$ cat src/rtl/mem_bus_arbiter.sv
// mem_bus_arbiter
//   Shares one SRAM-style cyc/stb/ack bus between instruction fetch (IF) and
//   the MEM stage load/store port. MEM has fixed priority over IF. A granted
//   command is registered onto the bus and held until ack or until WAIT_MAX
//   bus cycles pass without ack, in which case the transfer is aborted with
//   zero data and a one-cycle bus_err_o pulse.
//
// State table
//   IDLE     | no transfer on the bus, arbitrating between MEM and IF
//   MEM_BUSY | MEM command on the bus, waiting for ack or timeout
//   IF_BUSY  | IF fetch on the bus, waiting for ack or timeout
//
// Ports
//   clk, rst                 clock (rising edge), async active-high reset
//   if_req_i / if_addr_i     IF read request and word address
//   if_data_o / if_ready_o   IF read data and one-cycle completion pulse
//   mem_req_i, mem_we_i,     MEM request, store flag, byte lanes,
//   mem_sel_i, mem_addr_i,   address and store data
//   mem_wdata_i
//   mem_rdata_o/mem_ready_o  MEM load data and one-cycle completion pulse
//   bus_cyc_o, bus_stb_o,    registered bus command outputs
//   bus_we_o, bus_sel_o,
//   bus_addr_o, bus_wdata_o
//   bus_rdata_i, bus_ack_i   bus read data and acknowledge
//   bus_err_o                one-cycle pulse on timeout abort
//   stallreq_o               combinational stall request to pipeline control
module mem_bus_arbiter #(
    parameter int unsigned WAIT_MAX = 255
) (
    input  logic        clk,
    input  logic        rst,
    input  logic        if_req_i,
    input  logic [31:0] if_addr_i,
    output logic [31:0] if_data_o,
    output logic        if_ready_o,
    input  logic        mem_req_i,
    input  logic        mem_we_i,
    input  logic [3:0]  mem_sel_i,
    input  logic [31:0] mem_addr_i,
    input  logic [31:0] mem_wdata_i,
    output logic [31:0] mem_rdata_o,
    output logic        mem_ready_o,
    output logic        bus_cyc_o,
    output logic        bus_stb_o,
    output logic        bus_we_o,
    output logic [3:0]  bus_sel_o,
    output logic [31:0] bus_addr_o,
    output logic [31:0] bus_wdata_o,
    input  logic [31:0] bus_rdata_i,
    input  logic        bus_ack_i,
    output logic        bus_err_o,
    output logic        stallreq_o
);

    typedef enum logic [1:0] {
        IDLE     = 2'd0,
        MEM_BUSY = 2'd1,
        IF_BUSY  = 2'd2
    } state_t;

    localparam logic [7:0] WAIT_LAST = 8'(WAIT_MAX - 1);

    state_t      state_q, state_d;
    logic [7:0]  wait_cnt_q, wait_cnt_d;
    logic        bus_cyc_q, bus_cyc_d;
    logic        bus_we_q, bus_we_d;
    logic [3:0]  bus_sel_q, bus_sel_d;
    logic [31:0] bus_addr_q, bus_addr_d;
    logic [31:0] bus_wdata_q, bus_wdata_d;
    logic [31:0] if_data_q, if_data_d;
    logic [31:0] mem_rdata_q, mem_rdata_d;
    logic        if_ready_q, if_ready_d;
    logic        mem_ready_q, mem_ready_d;
    logic        bus_err_q, bus_err_d;

    // A requester still holds its request during its own ready cycle; masking
    // it there keeps that cycle from re-granting the same transfer.
    logic        mem_go;
    logic        if_go;
    logic        timeout;
    logic        xfer_done;
    logic [31:0] xfer_data;

    assign mem_go    = mem_req_i & ~mem_ready_q;
    assign if_go     = if_req_i & ~if_ready_q;
    assign timeout   = (wait_cnt_q == WAIT_LAST);
    assign xfer_done = bus_ack_i | timeout;
    // Ack wins over a coinciding timeout, so data only zeroes on a true abort.
    assign xfer_data = bus_ack_i ? bus_rdata_i : 32'h0;

    always_ff @(posedge clk or posedge rst) begin
        if (rst) begin
            state_q     <= IDLE;
            wait_cnt_q  <= 8'd0;
            bus_cyc_q   <= 1'b0;
            bus_we_q    <= 1'b0;
            bus_sel_q   <= 4'b0000;
            bus_addr_q  <= 32'h0;
            bus_wdata_q <= 32'h0;
            if_data_q   <= 32'h0;
            mem_rdata_q <= 32'h0;
            if_ready_q  <= 1'b0;
            mem_ready_q <= 1'b0;
            bus_err_q   <= 1'b0;
        end else begin
            state_q     <= state_d;
            wait_cnt_q  <= wait_cnt_d;
            bus_cyc_q   <= bus_cyc_d;
            bus_we_q    <= bus_we_d;
            bus_sel_q   <= bus_sel_d;
            bus_addr_q  <= bus_addr_d;
            bus_wdata_q <= bus_wdata_d;
            if_data_q   <= if_data_d;
            mem_rdata_q <= mem_rdata_d;
            if_ready_q  <= if_ready_d;
            mem_ready_q <= mem_ready_d;
            bus_err_q   <= bus_err_d;
        end
    end

    always_comb begin
        state_d     = state_q;
        wait_cnt_d  = wait_cnt_q;
        bus_cyc_d   = bus_cyc_q;
        bus_we_d    = bus_we_q;
        bus_sel_d   = bus_sel_q;
        bus_addr_d  = bus_addr_q;
        bus_wdata_d = bus_wdata_q;
        if_data_d   = if_data_q;
        mem_rdata_d = mem_rdata_q;
        if_ready_d  = 1'b0;
        mem_ready_d = 1'b0;
        bus_err_d   = 1'b0;

        case (state_q)
            IDLE: begin
                // Any ack arriving here belongs to nobody and is ignored.
                if (mem_go) begin
                    bus_cyc_d   = 1'b1;
                    bus_we_d    = mem_we_i;
                    bus_sel_d   = mem_sel_i;
                    bus_addr_d  = mem_addr_i;
                    bus_wdata_d = mem_wdata_i;
                    wait_cnt_d  = 8'd0;
                    state_d     = MEM_BUSY;
                end else if (if_go) begin
                    bus_cyc_d   = 1'b1;
                    bus_we_d    = 1'b0;
                    bus_sel_d   = 4'b1111;
                    bus_addr_d  = if_addr_i;
                    wait_cnt_d  = 8'd0;
                    state_d     = IF_BUSY;
                end
            end

            MEM_BUSY, IF_BUSY: begin
                if (xfer_done) begin
                    if (state_q == MEM_BUSY) begin
                        mem_rdata_d = xfer_data;
                        mem_ready_d = 1'b1;
                    end else begin
                        if_data_d  = xfer_data;
                        if_ready_d = 1'b1;
                    end
                    bus_err_d = ~bus_ack_i;
                    bus_cyc_d = 1'b0;
                    bus_we_d  = 1'b0;
                    state_d   = IDLE;
                end else begin
                    wait_cnt_d = wait_cnt_q + 8'd1;
                end
            end

            default: begin
                bus_cyc_d = 1'b0;
                bus_we_d  = 1'b0;
                state_d   = IDLE;
            end
        endcase
    end

    assign if_data_o   = if_data_q;
    assign if_ready_o  = if_ready_q;
    assign mem_rdata_o = mem_rdata_q;
    assign mem_ready_o = mem_ready_q;
    assign bus_cyc_o   = bus_cyc_q;
    assign bus_stb_o   = bus_cyc_q;
    assign bus_we_o    = bus_we_q;
    assign bus_sel_o   = bus_sel_q;
    assign bus_addr_o  = bus_addr_q;
    assign bus_wdata_o = bus_wdata_q;
    assign bus_err_o   = bus_err_q;

    assign stallreq_o  = mem_go | if_go;

endmodule
$ cat config.mk
export PLATFORM = sky130hd
export DESIGN_NAME = mem_bus_arbiter
export DESIGN_NICKNAME = d
export VERILOG_FILES = /design/src/rtl/mem_bus_arbiter.sv
export SDC_FILE = /design/constraint.sdc
export NUM_CORES = 1
export LEC_CHECK = 0
export ABC_AREA = 1
export BUFFER_PORTS_ARGS = -buffer_cell sky130_fd_sc_hd__buf_2
export CORE_MARGIN = 2
export CORE_UTILIZATION = 51
export DETAILED_ROUTE_END_ITERATION = 8
export PLACE_DENSITY = 0.93
export SLEW_MARGIN = 10
export SYNTH_ARGS = -nofsm -noshare
export SYNTH_HDL_FRONTEND = slang
export SYNTH_SLANG_ARGS = --single-unit
$ cat constraint.sdc
create_clock -name clk -period 13.7 [get_ports clk]
set_input_delay 2.74 -clock clk [delete_from_list [all_inputs] [get_ports clk]]
set_output_delay 2.74 -clock clk [all_outputs]
set_load 0.03 [all_outputs]
==> results_dict.tcl, run 1 <==
set metrics [dict create \
    portBuffers 276 \
    setup-tns-final_ns 0 \
    cts_resized 0 \
    start_util 0.5238 \
    clock_skew_ns 0.006619 \
    slew_viol_final 0 \
    fin_crit_sh 0.5130 \
    p_leak_nw 4.501 \
    ctsLongestPathBuffers 2 \
    slowest_stage "nand2_2" \
    track_usage 0.2580 \
    synth_seq_cells 147 \
    grt_max_degree 89 \
    rsz0062_at_grt "no" \
    cp-start-kind "input pin" \
    core_area_sq_um 12060 \
    clkTransAtPathRegs_ns 0.06 \
    drtPass1Iterations 5 \
    period_needed_ns 7.028 \
    area_growth_syn_to_layout_pct 31.99 \
    wl_per_cell_um 15.17 \
    hpwl_um 11680 \
    hold_viol 0 \
    worstMarginPinSlew_ns 1.035 \
    htreeDepth 4 \
    num_vias 5730 \
    drt-vias-per-instance 5.107 \
    critPathTopFamily "simple AND/OR/NAND/NOR gates" \
    setup_viol 0 \
    synth_cell_type_count 26 \
    cts_setup_buffers 0 \
    ctsHoldBuffers 0 \
    setup_ws_ns 6.672 \
    crit_type "in2out" \
    n_antenna_cell 0 \
    die_h_um 115.3 \
    grt_overflow 0 \
    cp_common_cell "buf_2" \
    cp.required_ns 10.96 \
    outcome "completed" \
    drc 0 \
    slowest_delay_ns 0.54 \
    ys_warn_count 0 \
    clkSinkCount 147 \
    maxSlewHeadroom 0.3090 \
    grt_pass1_vias 5516 \
    power-per-cell-area_nw_per_um2 272.5 \
    worstPathMaxFanout 35 \
    drive_above_1_share 0.3868 \
    io_pins 277 \
    max_freq_mhz 142.3 \
    cts_buffers 17 \
    syn_area_sq_um 6317 \
    wl_um 17020 \
    postSynthAreaPerCell_sq_um 9.222 \
    synth_enable_flop_cells 0 \
    final_cell_mix "buf_2, nand2_1, dfrtp_1" \
    path_cells "buf_2, nand2_2, nand2_1, buf_2" \
    final_common_cell "buf_2" \
    nFillCells 918 \
    synth_ff_type "dfrtp_1" \
    maxCapViolations 0 \
    hold_class "reg2reg" \
    fin_cells 1122 \
    antenna_found_initial 0 \
    cts_root_buffer "clkbuf_16" \
    insertion_delay_ns 0.41 \
    rows 40 \
    grt_pass1_wl_um 26700 \
    place_inst 1091 \
    arrival_ns 4.29 \
    cp_num_buf_inv 2 \
    die_area_sq_um 13290 \
    nets 1084 \
    cp-end-kind "output pin" \
    async_flop_share 1.000 \
    pre_cts_ws_ns 6.733 \
    place_congestion 0.8204 \
    drtIter0Drc 382 \
    ys_seq_area_frac 0.5823 \
    synth_cells 685 \
    vdd_ir_drop_max_uv 150.6 \
    ant_nets 0 \
    synthesis.nets 827 \
    die_x_um 115.3 \
    cts_tree "done" \
]
synth_stat cells (5+ instances only):
| cell type | number | area [sq um] |
|---|---|---|
| buf_2 | 7 | 35.03 |
| nand3_1 | 45 | 225.2 |
| dfrtp_1 | 147 | 3679 |
| o21ai_2 | 46 | 402.9 |
| inv_1 | 18 | 67.56 |
| nor2_1 | 38 | 142.6 |
| a31oi_1 | 32 | 200.2 |
| nand2_1 | 270 | 1013 |
| o21ai_1 | 18 | 90.09 |
| buf_6 | 12 | 135.1 |
| buf_4 | 5 | 37.54 |
| clkbuf_1 | 18 | 67.56 |
worst paths after layout:
| check | from | endpoint | slack (ns) | cells past startpoint |
|---|---|---|---|---|
| worst max register to register | mem_ready_o$_DFF_PP0_ | bus_addr_o[13]$_DFFE_PP0P_ | 10.76 | 7 |
| worst max-delay path | mem_req_i | stallreq_o | 6.67 | 4 |
| worst min-delay path | bus_wdata_o[21]$_DFFE_PP0P_ | bus_wdata_o[21]$_DFFE_PP0P_ | 0.47 | 2 |
| min in group asynchronous | rst | bus_wdata_o[15]$_DFFE_PP0P_ | 2.46 | 2 |
| worst min register to register | bus_wdata_o[21]$_DFFE_PP0P_ | bus_wdata_o[21]$_DFFE_PP0P_ | 0.47 | 2 |
| max in group asynchronous | rst | if_data_o[10]$_DFFE_PP0P_ | 9.99 | 3 |
worst min-delay path, cell delays in order (launching register included):
cell     delay, ns
dfrtp_1       0.34
nand2_1       0.05
nand2_1       0.05
registers in the layout, indices dropped and copies added (netlist names), 2 cells and up:
signal       count
bus_addr_o      32
bus_wdata_o     32
if_data_o       32
mem_rdata_o     32
wait_cnt_q       8
bus_sel_o        4
state_q          2
stage by stage:
step	total power, mW	util	cell area [sq um]	hold slack, ns
3_5_place_dp	1.755	0.6358	7669	0.4536
5_1_grt	2.398	0.6913	8338	0.4905
6_report	2.272	0.6913	8338	0.4661
2_1_floorplan	1.467	-	6317	0.4419
3_3_place_gp	1.717	0.6358	7669	0.4488
4_1_cts	2.282	0.6913	8338	0.4680
where the power goes:
group	switching, mW	total, mW	internal (mW)
clock	0.173	0.520	0.347
sequential	0.103	0.728	0.625
combinational	0.747	1.02	0.278
metal layers:
metal | vias to the layer above | part of all wire | global-route usage
met5 | - | 0 | 0
met4 | 0 | 0.028 | 0.1084
met3 | 45 | 0.063 | 0.06431
met2 | 252 | 0.52 | 0.4439
met1 | 2697 | 0.39 | 0.3103
li1 | 2736 | - | -
cell families (layout without fill, tap and decap cells):
group                      Yosys count  count (layout)  share of synthesized area
AOI/OAI and AO/OA                  104             104                     0.1188
adders and majority gates            4               4                   0.007923
buffers and inverters               63             332                    0.05605
DFF                                147             147                     0.5823
and+or+nand+nor                    367             367                     0.2349
layout make-up:
class	count	area, sq um	share of cell area
Clock buffer	23	498.0	0.05972
Clock inverter	8	171.4	0.02056
Timing Repair Buffer	280	1411	0.1693
Sequential cell	147	3679	0.4412
Tap cell	168	210.2	0.02521
Inverter	21	83.83	0.01005
Multi-Input combinational cell	475	2285	0.2740
Power figures use the tool's default switching activity.
==> run 2: changes to the inputs <==
- CORE_UTILIZATION: 51 -> 43
- PLACE_DENSITY: 0.93 -> 0.85
- clock period: 13.7 -> 6.05 ns (I/O delays scaled with it)
==> results_dict.tcl, run 2 (synthesis gave the netlist of run 1 again) <==
set metrics [dict create \
    outcome "completed" \
    antenna_found_initial 1 \
    drt-vias-per-instance 4.880 \
    setup_viol 0 \
    final_cell_mix "buf_2, nand2_1, dfrtp_1" \
    grt_pass1_vias 5371 \
    cts_buffers 17 \
    ctsLongestPathBuffers 2 \
    insertion_delay_ns 0.41 \
    finish.utilization 0.5723 \
    path_cells "buf_2, nand2_2, nand2_1, buf_2" \
    final_common_cell "buf_2" \
    hold_viol 0 \
    hold_class "reg2reg" \
    die_area_sq_um 15680 \
    ant_nets 0 \
    setup-tns-final_ns 0 \
    cts_tree "done" \
    nets 1084 \
    cp-end-kind "output pin" \
    grt_overflow 0 \
    drtIter0Drc 335 \
    finalPower_mw 4.944 \
    die_x_um 125.2 \
    grt_util_met1 0.2657 \
    core_area_sq_um 14420 \
    start_util 0.4380 \
    max_freq_mhz 249.3 \
    slew_viol_final 0 \
    htreeDepth 4 \
    fin_crit_sh 0.6630 \
    cp_num_buf_inv 2 \
    portBuffers 276 \
    io_pins 277 \
    track_usage 0.2128 \
    drive_above_1_share 0.3861 \
    clkTransAtPathRegs_ns 0.06 \
    worstPathMaxFanout 35 \
    use_met3 0.05178 \
    die_h_um 125.2 \
    grt_max_degree 98 \
    maxSlewHeadroom 0.2880 \
    cts_setup_buffers 0 \
    num_vias 5554 \
    wl_um 16440 \
    nFillCells 1331 \
    cp.required_ns 4.84 \
    clock_skew_ns 0.01326 \
    crit_type "in2out" \
    hpwl_um 11630 \
    drc 0 \
    drtPass1Iterations 5 \
    maxCapViolations 0 \
    arrival_ns 2.80 \
    slowest_delay_ns 0.56 \
    critPathTopFamily "simple AND/OR/NAND/NOR gates" \
    place_congestion 0.8444 \
    ctsHoldBuffers 0 \
    p_leak_nw 4.448 \
    slowest_stage "nand2_2" \
    period_needed_ns 4.011 \
    grt_pass1_wl_um 27050 \
    wl_per_cell_um 14.45 \
    clkSinkCount 147 \
    grt_busiest_layer "met2" \
    vdd_ir_drop_max_uv 291.8 \
    area_growth_syn_to_layout_pct 30.66 \
    dpl_cell_area_sq_um 7689 \
    cts_resized 0 \
    cp-start-kind "input pin" \
    rsz0062_at_grt "no" \
    power-per-cell-area_nw_per_um2 599.0 \
    final_area_sq_um 8254 \
    cp_common_cell "buf_2" \
    worstMarginPinSlew_ns 1.066 \
    rows 44 \
    met2_usage 0.3597 \
    cts_root_buffer "clkbuf_16" \
]
==> run 2: worst register-to-register path, stage by stage (launching register included) <==
cell and delay (ns):
dfrtp_1 0.38, inv_2 0.41, nand2_2 0.55, nand2_1 0.30, nand2_1 0.11, inv_2 0.78, a31oi_1 0.22
==> run 2: power by group <==
part | internal [mW] | switching, mW | leakage (nW)
logic | 0.628 | 1.67 | 2.34
registers | 1.41 | 0.233 | 1.84
clock network | 0.604 | 0.400 | 0.272
==> run 2: path summary, 6_finish.rpt <==
path / start / to / slack, ns / cells past startpoint
min in group asynchronous: rst / bus_wdata_o[11]$_DFFE_PP0P_ / 0.98 / 2
worst min register to register: bus_we_o$_DFFE_PP0P_ / bus_we_o$_DFFE_PP0P_ / 0.47 / 2
max in group asynchronous: rst / mem_rdata_o[10]$_DFFE_PP0P_ / 3.89 / 3
worst max register to register: mem_ready_o$_DFF_PP0_ / bus_addr_o[28]$_DFFE_PP0P_ / 3.11 / 6
worst max-delay path: mem_req_i / stallreq_o / 2.04 / 4
worst min-delay path: bus_we_o$_DFFE_PP0P_ / bus_we_o$_DFFE_PP0P_ / 0.47 / 2
==> run 2: per-stage QoR <==
step	cells	hold WS, ns	setup slack, ns
global route	1137	0.4857	1.892
floorplan	685	0.4419	0.8887
CTS	1137	0.4682	2.064
finish	1138	0.4651	2.039
global placement	1107	0.4491	2.091
detailed placement	1107	0.4530	2.065
==> run 2: final cells by class <==
class | count | area (sq um) | share of cell area
multi-input cells | 475 | 2285 | 0.2768
diodes | 1 | 2.502 | 0.0003032
clock inverters | 12 | 133.9 | 0.01622
repair buffers | 280 | 1411 | 0.1710
inverters | 21 | 83.83 | 0.01016
well taps | 184 | 230.2 | 0.02789
flip-flops and latches | 147 | 3679 | 0.4457
clock buffers | 18 | 429.2 | 0.05199
==> run 2: layer usage <==
layer / vias to the layer above / wire length (um)
met5: - / 0
met4: 0 / 442
met3: 36 / 942
met2: 193 / 8475
met1: 2592 / 6582
li1: 2733 / -
